===== src/rtl/skylark_mem_pkg.sv =====
// Shared types and parameter limits for the unified instruction/data memory arbiter.
package skylark_mem_pkg;

    typedef enum logic {
        IDLE,
        WAIT
    } arb_state_t;

    typedef enum logic {
        OWN_I,
        OWN_D
    } arb_owner_t;

    localparam int unsigned MEM_LAT_MIN = 1;
    localparam int unsigned MEM_LAT_MAX = 4;

    function automatic bit memLatLegal(input int unsigned lat);
        return (lat >= MEM_LAT_MIN) && (lat <= MEM_LAT_MAX);
    endfunction

endpackage


===== src/rtl/rr_arb2.sv =====
// Combinational two-way round-robin pick: bit 0 = instruction port, bit 1 = data port.
module rr_arb2
    import skylark_mem_pkg::*;
(
    input  logic [1:0] req,
    input  arb_owner_t last,
    output logic [1:0] gnt
);

    always_comb begin
        gnt = 2'b00;
        case (req)
            2'b01:   gnt = 2'b01;
            2'b10:   gnt = 2'b10;
            // On a tie the requester that did not win last time goes first.
            2'b11:   gnt = (last == OWN_D) ? 2'b01 : 2'b10;
            default: gnt = 2'b00;
        endcase
    end

endmodule


===== src/rtl/mem_port_arbiter.sv =====
// Shares one fixed-latency single-port memory between instruction fetch and data access.
// Define MEM_ARB_DATA_PRIO_EN for fixed data-port priority instead of round-robin.
module mem_port_arbiter
    import skylark_mem_pkg::*;
#(
    parameter int unsigned ADDR_W  = 32,
    parameter int unsigned DATA_W  = 32,
    parameter int unsigned MEM_LAT = 1
) (
    input  logic              clk,
    input  logic              reset,
    input  logic              i_req,
    input  logic [ADDR_W-1:0] i_addr,
    output logic              i_gnt,
    output logic              i_rvalid,
    output logic [DATA_W-1:0] i_rdata,
    input  logic              d_req,
    input  logic              d_we,
    input  logic [ADDR_W-1:0] d_addr,
    input  logic [DATA_W-1:0] d_wdata,
    output logic              d_gnt,
    output logic              d_rvalid,
    output logic [DATA_W-1:0] d_rdata,
    output logic              mem_en,
    output logic              mem_we,
    output logic [ADDR_W-1:0] mem_addr,
    output logic [DATA_W-1:0] mem_wdata,
    input  logic [DATA_W-1:0] mem_rdata
);

    localparam int unsigned cntW = $clog2(MEM_LAT + 1);

    if (!memLatLegal(MEM_LAT)) begin : gBadLat
        $error("mem_port_arbiter: MEM_LAT must be within 1..4");
    end

    arb_state_t        stateReg, stateNext;
    logic [cntW-1:0]   cntReg, cntNext;
    arb_owner_t        ownerReg, ownerNext;
    logic              iRvalidReg, dRvalidReg;
    logic [DATA_W-1:0] iRdataReg, dRdataReg;
    logic [1:0]        reqVec, arbGnt;
    logic              slotFree, readGrant, respNext;

    assign reqVec = {d_req, i_req};

`ifdef MEM_ARB_DATA_PRIO_EN
    assign arbGnt = d_req ? 2'b10 : reqVec;
`else
    arb_owner_t lastReg;

    rr_arb2 u_rrArb (
        .req  (reqVec),
        .last (lastReg),
        .gnt  (arbGnt)
    );

    always_ff @(posedge clk or negedge reset) begin
        if (!reset) begin
            lastReg <= OWN_D;
        end else if (i_gnt) begin
            lastReg <= OWN_I;
        end else if (d_gnt) begin
            lastReg <= OWN_D;
        end
    end
`endif

    // The response cycle of a read doubles as the next issue slot.
    assign slotFree  = (stateReg == IDLE) || iRvalidReg || dRvalidReg;
    assign i_gnt     = slotFree & arbGnt[0];
    assign d_gnt     = slotFree & arbGnt[1];
    assign readGrant = i_gnt | (d_gnt & ~d_we);

    assign mem_en    = i_gnt | d_gnt;
    assign mem_we    = d_gnt & d_we;
    assign mem_addr  = d_gnt ? d_addr : i_addr;
    assign mem_wdata = d_wdata;

    always_comb begin
        stateNext = stateReg;
        cntNext   = cntReg;
        ownerNext = ownerReg;
        if (readGrant) begin
            stateNext = WAIT;
            cntNext   = cntW'(MEM_LAT);
            ownerNext = i_gnt ? OWN_I : OWN_D;
        end else if (stateReg == WAIT) begin
            cntNext = cntReg - cntW'(1);
            if (cntReg == cntW'(1)) begin
                stateNext = IDLE;
            end
        end
    end

    // rvalid covers the cycle whose closing edge takes cnt down to zero.
    assign respNext = (stateNext == WAIT) && (cntNext == cntW'(1));

    always_ff @(posedge clk or negedge reset) begin
        if (!reset) begin
            stateReg   <= IDLE;
            cntReg     <= '0;
            ownerReg   <= OWN_I;
            iRvalidReg <= 1'b0;
            dRvalidReg <= 1'b0;
            iRdataReg  <= '0;
            dRdataReg  <= '0;
        end else begin
            stateReg   <= stateNext;
            cntReg     <= cntNext;
            ownerReg   <= ownerNext;
            iRvalidReg <= respNext && (ownerNext == OWN_I);
            dRvalidReg <= respNext && (ownerNext == OWN_D);
            if (iRvalidReg) begin
                iRdataReg <= mem_rdata;
            end
            if (dRvalidReg) begin
                dRdataReg <= mem_rdata;
            end
        end
    end

    // Memory data is live in the rvalid cycle; the holding register keeps it afterwards.
    assign i_rvalid = iRvalidReg;
    assign d_rvalid = dRvalidReg;
    assign i_rdata  = iRvalidReg ? mem_rdata : iRdataReg;
    assign d_rdata  = dRvalidReg ? mem_rdata : dRdataReg;

endmodule


===== config.mk =====
export PLATFORM = sky130hd
export DESIGN_NAME = mem_port_arbiter
export DESIGN_NICKNAME = d
export VERILOG_FILES = /design/src/rtl/skylark_mem_pkg.sv /design/src/rtl/rr_arb2.sv /design/src/rtl/mem_port_arbiter.sv
export SDC_FILE = /design/constraint.sdc
export NUM_CORES = 1
export LEC_CHECK = 0
export ABC_AREA = 1
export CORE_AREA = 2 2 103 105
export CTS_CLUSTER_SIZE = 25
export DETAILED_ROUTE_END_ITERATION = 7
export DIE_AREA = 0 0 105 107
export HOLD_SLACK_MARGIN = 0.12
export PLACE_DENSITY = 0.81
export SKIP_CTS_REPAIR_TIMING = 1
export SLEW_MARGIN = 20
export SYNTH_ARGS = -nofsm -noshare
export SYNTH_HDL_FRONTEND = slang
export SYNTH_SLANG_ARGS = --single-unit

===== constraint.sdc =====
create_clock -name clk -period 2.1 [get_ports clk]
set_input_delay 0.525 -clock clk [delete_from_list [all_inputs] [get_ports clk]]
set_output_delay 0.525 -clock clk [all_outputs]
set_load 0.03 [all_outputs]

==> results of run 1 <==
routing by layer:
metal / global-route usage (%) / routed length [microns]
met5: 0 / 0
met4: 6.571 / 175
met3: 5.410 / 817
met2: 32.98 / 6077
met1: 18.13 / 3893
flip-flops by register name, indices dropped and copies added (netlist names):
register,cells
dRdataReg,32
iRdataReg,32
cntReg,1
d_rvalid,1
i_rvalid,1
lastReg,1
ownerReg,1
stateReg,1
power by group through the flow:
stage,Sequential [W],Clock (W),Combinational (W)
6_report,0.00227,0.00105,0.00744
3_3_place_gp,0.00224,0,0.00623
5_1_grt,0.00234,0.00115,0.00778
3_5_place_dp,0.00229,0,0.00634
4_1_cts,0.00226,0.00109,0.00634
2_1_floorplan,0.00223,0,0.00398
synthesized netlist by cell type:
| cell type | count | area (sq um) |
|---|---|---|
| a21oi_4 | 1 | 16.27 |
| nand2_8 | 1 | 20.02 |
| dfstp_2 | 1 | 26.28 |
| inv_4 | 1 | 6.260 |
| nand3_2 | 3 | 30.03 |
| dfrtp_1 | 69 | 1727 |
| nor2_4 | 1 | 11.26 |
| buf_2 | 7 | 35.03 |
| inv_1 | 11 | 41.29 |
| nand3_1 | 1 | 5.000 |
| buf_4 | 35 | 262.8 |
| nand2_4 | 1 | 11.26 |
| nand2_1 | 101 | 379.1 |
| nor2_1 | 2 | 7.510 |
| ha_1 | 2 | 25.02 |
| mux2_2 | 64 | 720.7 |
| buf_6 | 4 | 45.04 |
| o21ai_1 | 1 | 5.000 |
through the flow:
step	setup TNS, ns	hold WS, ns	utilization [%]
2_1_floorplan	0	0.2294	-
3_3_place_gp	-9.450	0.4799	52.03
3_5_place_dp	-11.21	0.4878	52.03
4_1_cts	-13.96	0.2071	53.91
5_1_grt	-3.466	0.2206	59.61
6_report	-0.08754	0.2048	59.61
worst max path at each step:
stage / start / endpoint / depth (start not counted) / slack, ns
2_1_floorplan: d_rvalid / mem_we / 6 / 0.08
3_3_place_gp: d_req / mem_addr[3] / 8 / -0.32
3_5_place_dp: d_req / mem_addr[3] / 8 / -0.38
4_1_cts: d_req / mem_addr[3] / 8 / -0.38
5_1_grt: lastReg / mem_addr[20] / 6 / -0.1
6_report: lastReg / mem_addr[20] / 6 / -0.02
critical path: stages (launching register included):
cell	delay (ns)
dfstp_2	0.57
a21oi_4	0.08
nand2_8	0.11
buf_12	0.18
nand2_1	0.08
nand2_1	0.10
buf_6	0.14
cell type report:
cell class | count | area (sq um) | share of cell area, %
multi-input cells | 178 | 1390 | 23.11
clock inverters | 4 | 47.55 | 0.7903
well taps | 136 | 170.2 | 2.829
clock buffers | 11 | 141.4 | 2.350
inverters | 12 | 57.56 | 0.9567
flip-flops and latches | 70 | 1755 | 29.18
repair buffers | 226 | 2454 | 40.79
cells by family (layout without fill, tap and decap cells):
kind of cell / count (synthesis) / after routing / synth area share [%]
mux: 64 / 64 / 21.36
compound gates: 2 / 2 / 0.6303
buf+inv: 58 / 253 / 11.57
flops: 70 / 70 / 51.95
simple gates: 110 / 110 / 13.76
fa+ha+maj: 2 / 2 / 0.7414
==> results.toml, run 1 <==
[synthesis]
synth_warnings = 0
synth_nets = 441
ys_seq_area_share_pct = 51.95
synth_area_sq_mm = 0.003374
netlist_instances = 306
synth-seq-cells = 70
synth.avg_cell_area_sq_um = 11.03
synthDistinctLibCells = 18

[clock_tree]
clk_latency_ns = 0.34
cts_buffer_depth = 2
h-tree-depth = 3
cts-root-buf = "clkbuf_8"
cts.sinks = 70
cts_tree = "built"
numCtsBuffers = 9
path_clk_slew_ns = 0.07

[global_route]
grt_pass1_wl_microns = 15240
gr-total-overflow = 0
grt_max_degree = 71
grt_pass1_vias = 2992
grt_usage_pct = 17.50
antenna_found_initial = 0

[timing]
min_period_over_period_pct = 100.9
slew_viol_final = 0
setup_violations = 14
worst_pin_slew_ns = 0.3533
hold_viol = 0
skew_ns = 0.005786
period_minus_slack_ns = 2.118
fin_ws_ns = -0.01816
fmax_ghz = 0.4721
rsz0062_at_grt = "yes"
max_slew_margin_pct = 76.44

[setup_path]
start_kind = "flop"
timing.rr.start = "d_rvalid"
cp.arrival_ns = 1.59
rr_worst_depth = 8
r2r_end = "i_rvalid"
worstPathRequired_ns = 1.57
path_max_fanout = 25
path_class = "reg2out"
cp-end-kind = "output pin"
timing.reg2reg.setup_slack_ns = 0.77

[die]
die_x_microns = 105
core_area_sq_mm = 0.01009
initial_core_util_pct = 33.44
rows = 37
die_area_sq_mm = 0.01124
dieHeight_microns = 107
ios = 267

[placement]
place.gp.congestion = 0.8796
post-dp-hpwl_microns = 8032
portBuffers = 202
placed_area_sq_mm = 0.005251
dp_cells = 608
pre_cts_ws_ns = -0.3836

[cells_and_area]
fill_cells = 851
area_delta_synth_final_pct = 78.27
layout_common_cells = "clkdlybuf4s50_1, nand2_1, dfrtp_1"
nets = 632
drive_gt1_share_pct = 48.10
stdcell_area_sq_mm = 0.006016
n_antenna_cell = 0
layout_commonest_cell = "clkdlybuf4s50_1"
stdcell_count = 637

[route]
vias_per_cell = 4.527
wl_per_cell_microns = 17.21
drc = 0
drtPass1Iterations = 5
ant_nets = 0
drt-total-wl_microns = 10960
vias = 2884
drt_iter0_drc = 150

[hold_path]
hold_class = "in2async"

[power]
comb_power_share_pct = 69.1
p_clk_share_pct = 9.8
power-per-cell-area_mw_per_mm2 = 1789
leakagePower_nw = 2.848
p_int_w = 0.006099
power.switching_w = 0.004663
ir_worst_vdd_v = 0.0007201
power_frac_seq_pct = 21.1
switching_share_pct = 43.33
fin_total_pwr_w = 0.01076

[job]
maxCapViolCount = 0

[outcome]
status = "finished with violations"
violations = "setup timing"
Note: power is estimated with default switching activity, not from simulation.
==> inputs of run 2 (changes only) <==
--- a/config.mk
+++ b/config.mk
@@ -7,9 +7,10 @@
 export LEC_CHECK = 0
 export ABC_AREA = 1
 export CORE_AREA = 2 2 103 105
-export CTS_CLUSTER_SIZE = 25
+export CTS_CLUSTER_SIZE = 8
 export DETAILED_ROUTE_END_ITERATION = 7
 export DIE_AREA = 0 0 105 107
+export GPL_TIMING_DRIVEN = 0
 export HOLD_SLACK_MARGIN = 0.12
 export PLACE_DENSITY = 0.81
 export SKIP_CTS_REPAIR_TIMING = 1
==> results.toml, run 2 (synthesis gave the netlist of run 1 again) <==
[global_route]
grt_usage_pct = 18.60
grt_pass1_vias = 3122
gr-total-overflow = 0
grt_max_degree = 41
grt_pass1_wl_microns = 16370
antenna_found_initial = 0

[timing]
slew_viol_final = 0
fmax_ghz = 0.4412
setup_violations = 67
whs_ns = 0.1118
hold_viol = 0
fin_ws_ns = -0.1664
worst_pin_slew_ns = 0.4122
max_slew_margin_pct = 72.52
skew_ns = 0.009240
period_minus_slack_ns = 2.266
rsz0062_at_grt = "yes"
min_period_over_period_pct = 107.9

[route]
top_layer = "met4"
wl_per_cell_microns = 16.60
met3WireLength_microns = 764
vias_per_cell = 4.423
ant_nets = 0
m1WireLength_microns = 4468
drt-total-wl_microns = 11930
vias = 3180
drt_iter0_drc = 138
drc = 0
wl_met2_microns = 6449
drtPass1Iterations = 6

[job]
maxCapViolCount = 0

[setup_path]
crit_chain = "buf_6 -> nor2_4 -> nand2_4 -> nand2_8 -> clkinv_8 -> clkbuf_16 -> nand2_1 -> nand2_1 -> buf_6"
slowest_delay_ns = 0.39
worstPathRequired_ns = 1.57
cp.arrival_ns = 1.74
path_max_fanout = 7
timing.reg2reg.setup_slack_ns = 0.69
cp_num_buf_inv = 4
cpLargestDelayFamily = "buffers and inverters"
start_kind = "flop"
cp-end-kind = "output pin"
path_class = "reg2out"
cp_slowest_cell = "dfrtp_1"
timing.rr.start = "d_rvalid"
crit_start = "d_rvalid"

[die]
rows = 37
core_area_sq_mm = 0.01009
dieHeight_microns = 107
initial_core_util_pct = 33.44
die_x_microns = 105
ios = 267
die_area_sq_mm = 0.01124

[placement]
dp_cells = 677
pre_cts_ws_ns = -0.8826
post-dp-hpwl_microns = 8573
placed_area_sq_mm = 0.005904
portBuffers = 234
place.gp.congestion = 0.7303

[cells_and_area]
drive_gt1_share_pct = 54.03
nets = 713
n_antenna_cell = 0
stdcell_count = 719
layout_commonest_cell = "clkdlybuf4s50_1"
area_delta_synth_final_pct = 103.0
fill_cells = 766
multi_input_area_sq_mm = 0.001555
layout_common_cells = "clkdlybuf4s50_1, dfrtp_1, buf_6"
stdcell_area_sq_mm = 0.006850
regArea_sq_mm = 0.001753
top_regs = "dRdataReg (32), iRdataReg (32)"
post-route-util_pct = 67.88

[clock_tree]
cts_tree = "built"
cts.sinks = 70
numCtsBuffers = 9
clk_latency_ns = 0.34
h-tree-depth = 3
cts_buffer_depth = 2
path_clk_slew_ns = 0.08
cts-root-buf = "clkbuf_8"

[power]
power-per-cell-area_mw_per_mm2 = 1626
ir_worst_vdd_v = 0.0008312
leakagePower_nw = 3.319

[outcome]
status = "finished with violations"
violations = "setup timing"

[hold_path]
hold_class = "in2async"
-- run 2: routing by layer --
layer	up-vias	GRT usage [%]
met1	1514	21.00
met5	-	0
li1	1501	-
met3	17	5.471
met2	148	33.12
met4	0	7.143
-- run 2: final timing paths --
kind | end | cells after the start
max | mem_addr[3] | 9
min | dRdataReg[17] | 1
min reg2reg | iRdataReg[27] | 1
min in group clk | iRdataReg[27] | 1
max reg2reg | i_rvalid | 9
max in group asynchronous | lastReg | 2
-- run 2: per-stage QoR --
stage	TNS, ns	power [W]
floorplan	0	0.006209
global placement	-161.88	0.008771
detailed placement	-45.81	0.008896
CTS	-65.22	0.01009
global route	-10.64	0.01169
finish	-4.960	0.01114
-- run 2: layout make-up --
type	count	area share [%]
buffer	46	6.630
sequential	70	25.59
clock buffer	11	1.918
tap	136	2.484
timing repair buffer	259	38.48
clock inverter	5	1.224
multi-input combinational	179	22.70
inverter	12	0.8402
timing repair inverter	1	0.1279
-- run 2: report_power, final --
group | internal, W | switching [W] | total (W)
registers | 0.00204 | 0.000207 | 0.00225
logic | 0.00353 | 0.00419 | 0.00772
clock network | 0.000672 | 0.000497 | 0.00117
==> inputs of run 3 (changes only) <==
--- a/config.mk
+++ b/config.mk
@@ -13,7 +13,6 @@
 export GPL_TIMING_DRIVEN = 0
 export HOLD_SLACK_MARGIN = 0.12
 export PLACE_DENSITY = 0.81
-export SKIP_CTS_REPAIR_TIMING = 1
 export SLEW_MARGIN = 20
 export SYNTH_ARGS = -nofsm -noshare
 export SYNTH_HDL_FRONTEND = slang
==> results.toml, run 3 (synthesis gave the netlist of run 1 again) <==
[outcome]
status = "finished with violations"
violations = "setup timing"

[power]
power-per-cell-area_mw_per_mm2 = 1647
leakagePower_nw = 3.176
ir_worst_vdd_v = 0.0007682
fin_total_pwr_w = 0.01092

[cells_and_area]
nets = 716
top_regs = "dRdataReg (32), iRdataReg (32)"
layout_common_cells = "clkdlybuf4s50_1, buf_6, nand2_1"
area_delta_synth_final_pct = 96.48
n_antenna_cell = 0
fill_cells = 791
stdcell_count = 722
layout_commonest_cell = "clkdlybuf4s50_1"
drive_gt1_share_pct = 49.66
stdcell_area_sq_mm = 0.006630

[job]
maxCapViolCount = 0

[clock_tree]
cts-root-buf = "clkbuf_8"
cts_buffer_depth = 2
path_clk_slew_ns = 0.07
numCtsBuffers = 9
cts_tree = "built"
h-tree-depth = 3
cts.sinks = 70
clk_latency_ns = 0.34

[route]
ant_nets = 0
drtPass1Iterations = 4
drc = 0
vias = 3206
wl_per_cell_microns = 16.34
vias_per_cell = 4.440
drt-total-wl_microns = 11800
drt_iter0_drc = 116

[setup_path]
cp_slowest_cell = "dfrtp_1"
path_class = "reg2out"
cp.arrival_ns = 1.74
worstPathRequired_ns = 1.57
start_kind = "flop"
cp-end-kind = "output pin"
cpLargestDelayFamily = "buffers and inverters"
path_max_fanout = 6
crit_top_cell = "buf_6"
slowest_delay_ns = 0.39
cp_num_buf_inv = 5
crit_chain = "buf_6 -> nor2_4 -> nand2_4 -> nand2_8 -> inv_8 -> buf_12 -> buf_6 -> nand2_1 -> nand2_1 -> buf_6"

[timing]
slew_viol_final = 0
fmax_ghz = 0.4415
fin_ws_ns = -0.1650
skew_ns = 0.009145
rsz0062_at_grt = "yes"
hold_viol = 0
worst_pin_slew_ns = 0.4020
min_period_over_period_pct = 107.9
max_slew_margin_pct = 73.20
setup_violations = 78
period_minus_slack_ns = 2.265

[hold_path]
hold_class = "reg2reg"

[global_route]
antenna_found_initial = 0
grt_max_degree = 41
grt_usage_pct = 19.75
grt_pass1_vias = 3341
grt_pass1_wl_microns = 17420
gr-total-overflow = 0

[die]
die_area_sq_mm = 0.01124
initial_core_util_pct = 33.44
ios = 267
rows = 37
dieHeight_microns = 107
core_area_sq_mm = 0.01009
die_x_microns = 105

[placement]
placed_area_sq_mm = 0.005904
post-dp-hpwl_microns = 8573
portBuffers = 234
dp_cells = 677
place.gp.congestion = 0.7303
run 3: cell count changes in the layout (fill, tap and decap cells not counted), moves of 5 or more:
cell / before / now
nand2_1: 46 / 77
clkbuf_16: 8 / 3
nand2_2: 41 / 23
dlymetal6s2s_1: 6 / 0
buf_8: 10 / 5
buf_6: 66 / 80
nand2_4: 16 / 2
run 3: per-layer routing:
layer	global-route usage [%]	up-vias	wire length, microns
met5	0	-	0
li1	-	1504	-
met4	8.000	0	312
met2	35.58	167	6296
met1	21.81	1514	4318
met3	5.775	21	869
run 3: power breakdown:
group          internal, W  switching, W
logic              0.00342       0.00409
registers          0.00204      0.000210
clock network     0.000672      0.000489
total              0.00613       0.00479
run 3: timing repair:
item	4_1_cts	5_1_grt
buffers inserted	12	9
resized for setup	573	192
hold endpoints to repair	22	0
pin swaps	13	6
cloned	4	4
endpoints found under the setup margin	100	96
hold buffers	1	0
run 3: through the flow:
stage	hold slack [ns]	utilization [%]	setup TNS (ns)	setup slack [ns]
floorplan	0.2294	-	0	0.07727
global placement	0.4787	58.33	-161.88	-1.698
detailed placement	0.4848	58.50	-45.81	-0.8826
CTS	0.4996	61.91	-6.820	-0.1878
global route	0.5142	65.70	-12.15	-0.2578
finish	0.4952	65.70	-5.928	-0.1650
run 3: worst paths after layout:
check	from	end	slack, ns	cells past startpoint
max	i_rvalid	mem_addr[19]	-0.17	10
min	iRdataReg[12]	iRdataReg[12]	0.50	1
max reg2reg	i_rvalid	iRdataReg[25]	0.72	5
min reg2reg	iRdataReg[12]	iRdataReg[12]	0.50	1
max in group asynchronous	reset	lastReg	0.83	3
min in group asynchronous	reset	dRdataReg[17]	0.66	2
run 3: final cells by class:
type	instances	area (sq um)	area share [%]
plain buffers	45	419.2	6.322
clock buffers	11	131.4	1.982
clock inverters	5	83.83	1.264
inverters	12	52.55	0.7926
multi-input cells	178	1394	21.02
flip-flops and latches	70	1753	26.44
well taps	136	170.2	2.567
repair buffers	265	2626	39.61
